--- src/rtl/uart_boot_loader.sv ---
// UART program loader: receives SYNC/count/words/checksum and writes the image into instruction memory.
// Define BOOT_ECHO_EN to build the 8N1 echo transmitter on uart_tx; otherwise uart_tx is tied high.
module uart_boot_loader #(
   parameter int unsigned CLK_FREQ  = 100000000,
   parameter int unsigned BAUD      = 115200,
   parameter int unsigned ADDR_W    = 11,
   parameter logic [7:0]  SYNC_BYTE = 8'hA5
) (
   input  logic              clk,
   input  logic              rst,
   input  logic              uart_rx,
   output logic              uart_tx,
   output logic              imem_we,
   output logic [ADDR_W-1:0] imem_waddr,
   output logic [31:0]       imem_wdata,
   output logic              cpu_hold,
   output logic              boot_done,
   output logic              boot_err
);

   localparam int unsigned DIV       = (CLK_FREQ + BAUD / 2) / BAUD;
   localparam int unsigned HALF      = DIV / 2;
   localparam int unsigned CNT_W     = $clog2(DIV + 1);
   localparam int unsigned MAX_WORDS = 32'd1 << ADDR_W;

   // ---------------- RX front end ----------------
   typedef enum logic [1:0] {RX_IDLE, RX_START, RX_DATA, RX_STOP} rx_state_t;

   rx_state_t        rx_state_q, rx_state_d;
   logic [1:0]       rx_sync_q;
   logic             rx_prev_q;
   logic [CNT_W-1:0] rx_cnt_q, rx_cnt_d;
   logic [2:0]       rx_bit_q, rx_bit_d;
   logic [7:0]       rx_sh_q, rx_sh_d;
   logic [7:0]       rx_byte_q, rx_byte_d;
   logic             rx_valid_q, rx_valid_d;
   logic             rx_ferr_q, rx_ferr_d;
   logic             rx_in;

   assign rx_in = rx_sync_q[1];

   always_ff @(posedge clk) begin
      if (!rst) begin
         rx_sync_q  <= 2'b11;
         rx_prev_q  <= 1'b1;
         rx_state_q <= RX_IDLE;
         rx_cnt_q   <= '0;
         rx_bit_q   <= '0;
         rx_sh_q    <= '0;
         rx_byte_q  <= '0;
         rx_valid_q <= 1'b0;
         rx_ferr_q  <= 1'b0;
      end else begin
         rx_sync_q  <= {rx_sync_q[0], uart_rx};
         rx_prev_q  <= rx_sync_q[1];
         rx_state_q <= rx_state_d;
         rx_cnt_q   <= rx_cnt_d;
         rx_bit_q   <= rx_bit_d;
         rx_sh_q    <= rx_sh_d;
         rx_byte_q  <= rx_byte_d;
         rx_valid_q <= rx_valid_d;
         rx_ferr_q  <= rx_ferr_d;
      end
   end

   // Bit timer: start bit checked at half period, data and stop at full periods after that
   always_comb begin
      rx_state_d = rx_state_q;
      rx_cnt_d   = rx_cnt_q + CNT_W'(1);
      rx_bit_d   = rx_bit_q;
      rx_sh_d    = rx_sh_q;
      rx_byte_d  = rx_byte_q;
      rx_valid_d = 1'b0;
      rx_ferr_d  = 1'b0;
      case (rx_state_q)
         RX_IDLE: begin
            rx_cnt_d = '0;
            if (rx_prev_q && !rx_in) rx_state_d = RX_START;
         end
         RX_START: begin
            if (rx_cnt_q == CNT_W'(HALF - 1)) begin
               rx_cnt_d = '0;
               rx_bit_d = '0;
               rx_state_d = rx_in ? RX_IDLE : RX_DATA;
            end
         end
         RX_DATA: begin
            if (rx_cnt_q == CNT_W'(DIV - 1)) begin
               rx_cnt_d = '0;
               rx_sh_d  = {rx_in, rx_sh_q[7:1]};
               rx_bit_d = rx_bit_q + 3'd1;
               if (rx_bit_q == 3'd7) rx_state_d = RX_STOP;
            end
         end
         RX_STOP: begin
            if (rx_cnt_q == CNT_W'(DIV - 1)) begin
               rx_cnt_d   = '0;
               rx_state_d = RX_IDLE;
               if (rx_in) begin
                  rx_valid_d = 1'b1;
                  rx_byte_d  = rx_sh_q;
               end else begin
                  rx_ferr_d = 1'b1;
               end
            end
         end
         default: rx_state_d = RX_IDLE;
      endcase
   end

   // ---------------- Load protocol FSM ----------------
   typedef enum logic [2:0] {
      S_IDLE, S_LEN_LO, S_LEN_HI, S_DATA, S_CSUM, S_DONE, S_ERR
   } boot_state_t;

   boot_state_t       state_q, state_d;
   logic [15:0]       count_q, count_d;
   logic [ADDR_W-1:0] addr_q, addr_d;
   logic [23:0]       word_q, word_d;
   logic [1:0]        idx_q, idx_d;
   logic [7:0]        sum_q, sum_d;
   logic              we_q, we_d;
   logic [ADDR_W-1:0] waddr_q, waddr_d;
   logic [31:0]       wdata_q, wdata_d;
   logic              hold_q, hold_d;
   logic              done_q, done_d;
   logic              err_q, err_d;
   logic              sync_hit_c;
   logic [15:0]       len_c;

   assign sync_hit_c = rx_valid_q && (rx_byte_q == SYNC_BYTE);
   assign len_c      = {rx_byte_q, count_q[7:0]};

   always_ff @(posedge clk) begin
      if (!rst) begin
         state_q <= S_IDLE;
         count_q <= '0;
         addr_q  <= '0;
         word_q  <= '0;
         idx_q   <= '0;
         sum_q   <= '0;
         we_q    <= 1'b0;
         waddr_q <= '0;
         wdata_q <= '0;
         hold_q  <= 1'b0;
         done_q  <= 1'b0;
         err_q   <= 1'b0;
      end else begin
         state_q <= state_d;
         count_q <= count_d;
         addr_q  <= addr_d;
         word_q  <= word_d;
         idx_q   <= idx_d;
         sum_q   <= sum_d;
         we_q    <= we_d;
         waddr_q <= waddr_d;
         wdata_q <= wdata_d;
         hold_q  <= hold_d;
         done_q  <= done_d;
         err_q   <= err_d;
      end
   end

   always_comb begin
      state_d = state_q;
      count_d = count_q;
      addr_d  = addr_q;
      word_d  = word_q;
      idx_d   = idx_q;
      sum_d   = sum_q;
      we_d    = 1'b0;
      waddr_d = waddr_q;
      wdata_d = wdata_q;
      hold_d  = hold_q;
      done_d  = done_q;
      err_d   = err_q;
      case (state_q)
         // DONE and ERR idle like IDLE; only a sync byte starts a new load
         S_IDLE, S_DONE, S_ERR: begin
            if (sync_hit_c) begin
               state_d = S_LEN_LO;
               hold_d  = 1'b1;
               done_d  = 1'b0;
               err_d   = 1'b0;
               addr_d  = '0;
               sum_d   = '0;
               idx_d   = '0;
            end
         end
         S_LEN_LO: begin
            if (rx_ferr_q) begin
               state_d = S_ERR;
               err_d   = 1'b1;
            end else if (rx_valid_q) begin
               count_d[7:0] = rx_byte_q;
               state_d      = S_LEN_HI;
            end
         end
         S_LEN_HI: begin
            if (rx_ferr_q) begin
               state_d = S_ERR;
               err_d   = 1'b1;
            end else if (rx_valid_q) begin
               count_d = len_c;
               if (len_c == 16'd0 || 32'(len_c) > MAX_WORDS) begin
                  state_d = S_ERR;
                  err_d   = 1'b1;
               end else begin
                  state_d = S_DATA;
               end
            end
         end
         S_DATA: begin
            if (rx_ferr_q) begin
               state_d = S_ERR;
               err_d   = 1'b1;
            end else if (rx_valid_q) begin
               sum_d  = sum_q + rx_byte_q;
               word_d = {rx_byte_q, word_q[23:8]};
               idx_d  = idx_q + 2'd1;
               if (idx_q == 2'd3) begin
                  we_d    = 1'b1;
                  waddr_d = addr_q;
                  wdata_d = {rx_byte_q, word_q};
                  addr_d  = addr_q + ADDR_W'(1);
                  if (32'(addr_q) + 32'd1 == 32'(count_q)) state_d = S_CSUM;
               end
            end
         end
         S_CSUM: begin
            if (rx_ferr_q) begin
               state_d = S_ERR;
               err_d   = 1'b1;
            end else if (rx_valid_q) begin
               if (rx_byte_q == sum_q) begin
                  state_d = S_DONE;
                  done_d  = 1'b1;
                  hold_d  = 1'b0;
               end else begin
                  state_d = S_ERR;
                  err_d   = 1'b1;
               end
            end
         end
         default: state_d = S_IDLE;
      endcase
   end

   assign imem_we    = we_q;
   assign imem_waddr = waddr_q;
   assign imem_wdata = wdata_q;
   assign cpu_hold   = hold_q;
   assign boot_done  = done_q;
   assign boot_err   = err_q;

`ifdef BOOT_ECHO_EN
   // ---------------- Echo transmitter ----------------
   typedef enum logic {TX_IDLE, TX_BUSY} tx_state_t;

   tx_state_t        tx_state_q, tx_state_d;
   logic [9:0]       tx_sh_q, tx_sh_d;
   logic [3:0]       tx_bit_q, tx_bit_d;
   logic [CNT_W-1:0] tx_cnt_q, tx_cnt_d;
   logic [7:0]       tx_hold_q, tx_hold_d;
   logic             tx_full_q, tx_full_d;

   always_ff @(posedge clk) begin
      if (!rst) begin
         tx_state_q <= TX_IDLE;
         tx_sh_q    <= '1;
         tx_bit_q   <= '0;
         tx_cnt_q   <= '0;
         tx_hold_q  <= '0;
         tx_full_q  <= 1'b0;
      end else begin
         tx_state_q <= tx_state_d;
         tx_sh_q    <= tx_sh_d;
         tx_bit_q   <= tx_bit_d;
         tx_cnt_q   <= tx_cnt_d;
         tx_hold_q  <= tx_hold_d;
         tx_full_q  <= tx_full_d;
      end
   end

   // A byte arriving while busy waits in the holding register; equal line rates bound the backlog to one
   always_comb begin
      tx_state_d = tx_state_q;
      tx_sh_d    = tx_sh_q;
      tx_bit_d   = tx_bit_q;
      tx_cnt_d   = tx_cnt_q;
      tx_hold_d  = tx_hold_q;
      tx_full_d  = tx_full_q;
      case (tx_state_q)
         TX_IDLE: begin
            if (rx_valid_q) begin
               tx_sh_d    = {1'b1, rx_byte_q, 1'b0};
               tx_state_d = TX_BUSY;
               tx_cnt_d   = '0;
               tx_bit_d   = '0;
            end else if (tx_full_q) begin
               tx_sh_d    = {1'b1, tx_hold_q, 1'b0};
               tx_full_d  = 1'b0;
               tx_state_d = TX_BUSY;
               tx_cnt_d   = '0;
               tx_bit_d   = '0;
            end
         end
         TX_BUSY: begin
            if (rx_valid_q) begin
               tx_hold_d = rx_byte_q;
               tx_full_d = 1'b1;
            end
            tx_cnt_d = tx_cnt_q + CNT_W'(1);
            if (tx_cnt_q == CNT_W'(DIV - 1)) begin
               tx_cnt_d = '0;
               tx_sh_d  = {1'b1, tx_sh_q[9:1]};
               if (tx_bit_q == 4'd9) begin
                  tx_state_d = TX_IDLE;
               end else begin
                  tx_bit_d = tx_bit_q + 4'd1;
               end
            end
         end
         default: tx_state_d = TX_IDLE;
      endcase
   end

   assign uart_tx = tx_sh_q[0];
`else
   assign uart_tx = 1'b1;
`endif

endmodule

--- config.mk ---
export PLATFORM = sky130hd
export DESIGN_NAME = uart_boot_loader
export DESIGN_NICKNAME = d
export VERILOG_FILES = /design/src/rtl/uart_boot_loader.sv
export SDC_FILE = /design/constraint.sdc
export NUM_CORES = 1
export LEC_CHECK = 0
export BUFFER_PORTS_ARGS = -buffer_cell sky130_fd_sc_hd__buf_4
export CORE_ASPECT_RATIO = 0.75
export CORE_MARGIN = 4
export CORE_UTILIZATION = 43
export DETAILED_ROUTE_END_ITERATION = 10
export SYNTH_ARGS = -nofsm -noshare
export SYNTH_HDL_FRONTEND = slang
export SYNTH_SLANG_ARGS = --single-unit
--- constraint.sdc ---
create_clock -name clk -period 4.99 [get_ports clk]
set_input_delay 0.2495 -clock clk [delete_from_list [all_inputs] [get_ports clk]]
set_output_delay 0.2495 -clock clk [all_outputs]
set_load 0.02 [all_outputs]
==> results.yml <==
worst_setup_path:
  critPathTopFamily: "simple AND/OR/NAND/NOR gates"
  start_kind: "flop"
  worstPathMaxFanout: 52
  crit_buf_inv: 0
  crit_slowest_cell: "nand2_2"
  rrSetupSlack_ns: 1.93
  reg2reg_to: "addr_q[6]$_SDFFE_PN0P_"
  arrival_ns: 3.39
  crit_type: "flop to flop"
  cp.required_ns: 5.33
  r2r-start: "state_q[1]$_SDFFE_PN0P_"
  end_kind: "flop"
  ff2ff_path_depth: 5
  path_cells: "nor2b_1, and3_1, nand2_2, or3_1, a21oi_1"
  max_stage_delay_ns: 0.70
floorplan:
  die_w_um: 149
  dieArea_um2: 16900
  core-area_um2: 14500
  start_util: 0.441
  io-pin-count: 51
  rows: 38
  dieHeight_um: 114
timing:
  max_freq_ghz: 0.327
  maxSlewViolCount: 0
  finalCritPeriodShare: 0.613
  rsz0062_at_grt: "false"
  finalCriticalPeriod_ns: 3.06
  hold_viol: 0
  finalSetupViolCount: 0
  skew_ns: 0.00724
  worst_pin_slew_ns: 1.13
  slew_headroom: 0.246
  tns_ns: 0
routing:
  first_iter_violations: 439
  routedWlPerCell_um: 14.7
  drc: 0
  totalWireLength_um: 14700
  detail-route-antenna-nets: 0
  via_count: 5243
  firstDrtPassIters: 5
  route.detailed.vias_per_inst: 5.27
min_path:
  hp-start: "rst"
  min_path_type: "input port to flop"
  hold_path_depth: 2
  worstHoldEndpoint: "rx_prev_q$_SDFF_PN1_"
clocking:
  cts_buffer_depth: 2
  root_buffer: "clkbuf_16"
  clk_pin_slew_worst_paths_ns: 0.06
  htree_levels: 4
  clk-insertion-delay-late_ns: 0.42
  cts_sinks: 147
  cts_made_buffers: 17
  cts_tree: "done"
global_route:
  grtUsageTotal: 0.181
  grt_remaining_overflow: 0
  grt_pass1_wl_um: 24800
  grt_pass1_vias: 4947
  grt_max_degree: 70
  grt_antenna_before_repair: 0
synth:
  synth_edf_count: 0
  async_flop_share: 0
  postSynthCellCount: 758
  synth_seq_area_share: 0.460
  synth_cell_types: 63
  synth_area_leaders: "dfxtp_1 (46%), nand2_1 (9.3%), a21oi_1 (7.0%)"
  synth_top_area_share: 0.460
  syn_area_um2: 6400
  syn_nets: 775
  synth.avg_cell_area_um2: 8.44
  synth_warnings: 0
  ys_ff_latch: 147
  yosysTopAreaCell: "dfxtp_1"
  synth_flop_cell: "dfxtp_1"
placement:
  placedCellCount: 963
  gp_congestion: 0.853
  placed_cell_area_um2: 6830
  place.port_buffers: 49
  hpwl_um: 9880
final_layout:
  nets: 800
  multi_input_area_um2: 3200
  num_antenna_cells: 0
  register_area_um2: 2940
  layout-drive-gt1-share: 0.131
  final_cell_count_no_fill: 995
  area_growth_pct: 16.2
  fillers: 1406
  fin_area_um2: 7440
pwr:
  p_per_area_nw_per_um2: 363
  max-vdd-ir-drop_v: 0.000266
  p_leak_uw: 0.00277
status:
  outcome: "finished, final reports clean"
run:
  drv_cap: 0
-- cells in the mapped netlist, types with 9 or more instances --
master    number
nor3_1        13
nor4_1        10
ha_1          13
nand3_1       11
mux2i_1       33
xnor2_1       18
inv_1         11
clkbuf_1      28
o21ai_0        9
nor2_1        78
a21oi_1       89
dfxtp_1      147
nand2_1      158
nand2b_1       9
xor2_1        12
buf_2         15
a22oi_1        9
-- how the worst max path moves through the flow --
| stage | end | depth (start not counted) | start |
|---|---|---|---|
| 2_1_floorplan | state_q[2]$_SDFFE_PN0P_ | 7 | addr_q[0]$_SDFFE_PN0P_ |
| 3_3_place_gp | addr_q[6]$_SDFFE_PN0P_ | 5 | state_q[1]$_SDFFE_PN0P_ |
| 3_5_place_dp | addr_q[6]$_SDFFE_PN0P_ | 5 | state_q[1]$_SDFFE_PN0P_ |
| 4_1_cts | addr_q[6]$_SDFFE_PN0P_ | 5 | state_q[1]$_SDFFE_PN0P_ |
| 5_1_grt | addr_q[7]$_SDFFE_PN0P_ | 5 | state_q[1]$_SDFFE_PN0P_ |
| 6_report | addr_q[6]$_SDFFE_PN0P_ | 5 | state_q[1]$_SDFFE_PN0P_ |
-- through the flow --
step                total power (uW)  setup WS [ns]  hold slack, ns  utilization
CTS                             2720           1.92           0.119        0.513
finish                          2700           1.93           0.126        0.513
detailed placement              1450           1.93           0.400        0.471
floorplan                       1400           2.96           0.323            -
global route                    2810           1.54           0.123        0.513
global placement                1450           2.05           0.396        0.471
-- kinds of logic (layout without fill, tap and decap cells) --
kind of cell / Yosys count / after routing / share of synthesized area
compound gates: 148 / 148 / 0.140
xor+xnor: 30 / 30 / 0.0410
fa+ha+maj: 14 / 14 / 0.0285
buf+inv: 59 / 96 / 0.0405
flops: 147 / 147 / 0.460
mux: 34 / 34 / 0.0534
other cells: 1 / 1 / 0.000586
simple gates: 325 / 325 / 0.236
-- registers in the layout (all words and copies together), names as in the netlist, 2 cells and up, named ones only --
| name | count |
|---|---|
| imem_wdata | 32 |
| imem_waddr | 11 |
| idx_q | 2 |
| rx_bit_q | 3 |
| count_q | 16 |
| rx_byte_q | 8 |
| sum_q | 8 |
| rx_sh_q | 8 |
| state_q | 3 |
| rx_sync_q | 2 |
| word_q | 24 |
| addr_q | 11 |
| rx_cnt_q | 10 |
-- routing by layer --
metal  vias to the layer above  global-route usage  wire length [um]
met1                      2477               0.258              7400
li1                       2636                   -                 -
met4                         0              0.0598               212
met2                       115               0.271              6300
met3                        15              0.0433               743
met5                         -                   0                 0
-- where the power goes --
group | total [uW] | internal [uW] | switching (uW)
Clock | 1270 | 798 | 471
Sequential | 1210 | 1190 | 25.1
Combinational | 218 | 70.0 | 148
Total | 2700 | 2060 | 644
-- cells in the final DEF, fill, tap and decap left out, types with 6 or more instances in the layout --
cell type and count:
o21ai_0 9, mux2i_1 33, nand4_1 6, xor2_1 12
inv_1 11, a21oi_1 89, dfxtp_1 147, nand2_1 157
clkbuf_16 17, nor2_1 78, xnor2_1 18, nand2b_1 9
nor3_1 13, ha_1 13, buf_4 52, nor4_1 10
nand3_1 11, a22oi_1 9, o211ai_1 6
-- timing repair --
item / in CTS / in global routing
hold buffers: 1 / 0
buffers inserted: 0 / 0
gates resized for setup: 0 / 0
endpoints found under the hold margin: 1 / 0
-- area by class of cell --
type	instances	share of cell area
multi-input cells	552	0.430
flip-flops and latches	147	0.395
clock buffers	23	0.0669
repair buffers	53	0.0538
well taps	200	0.0336
clock inverters	8	0.0135
inverters	12	0.00622
No activity file was read; power rests on OpenSTA's default activity.
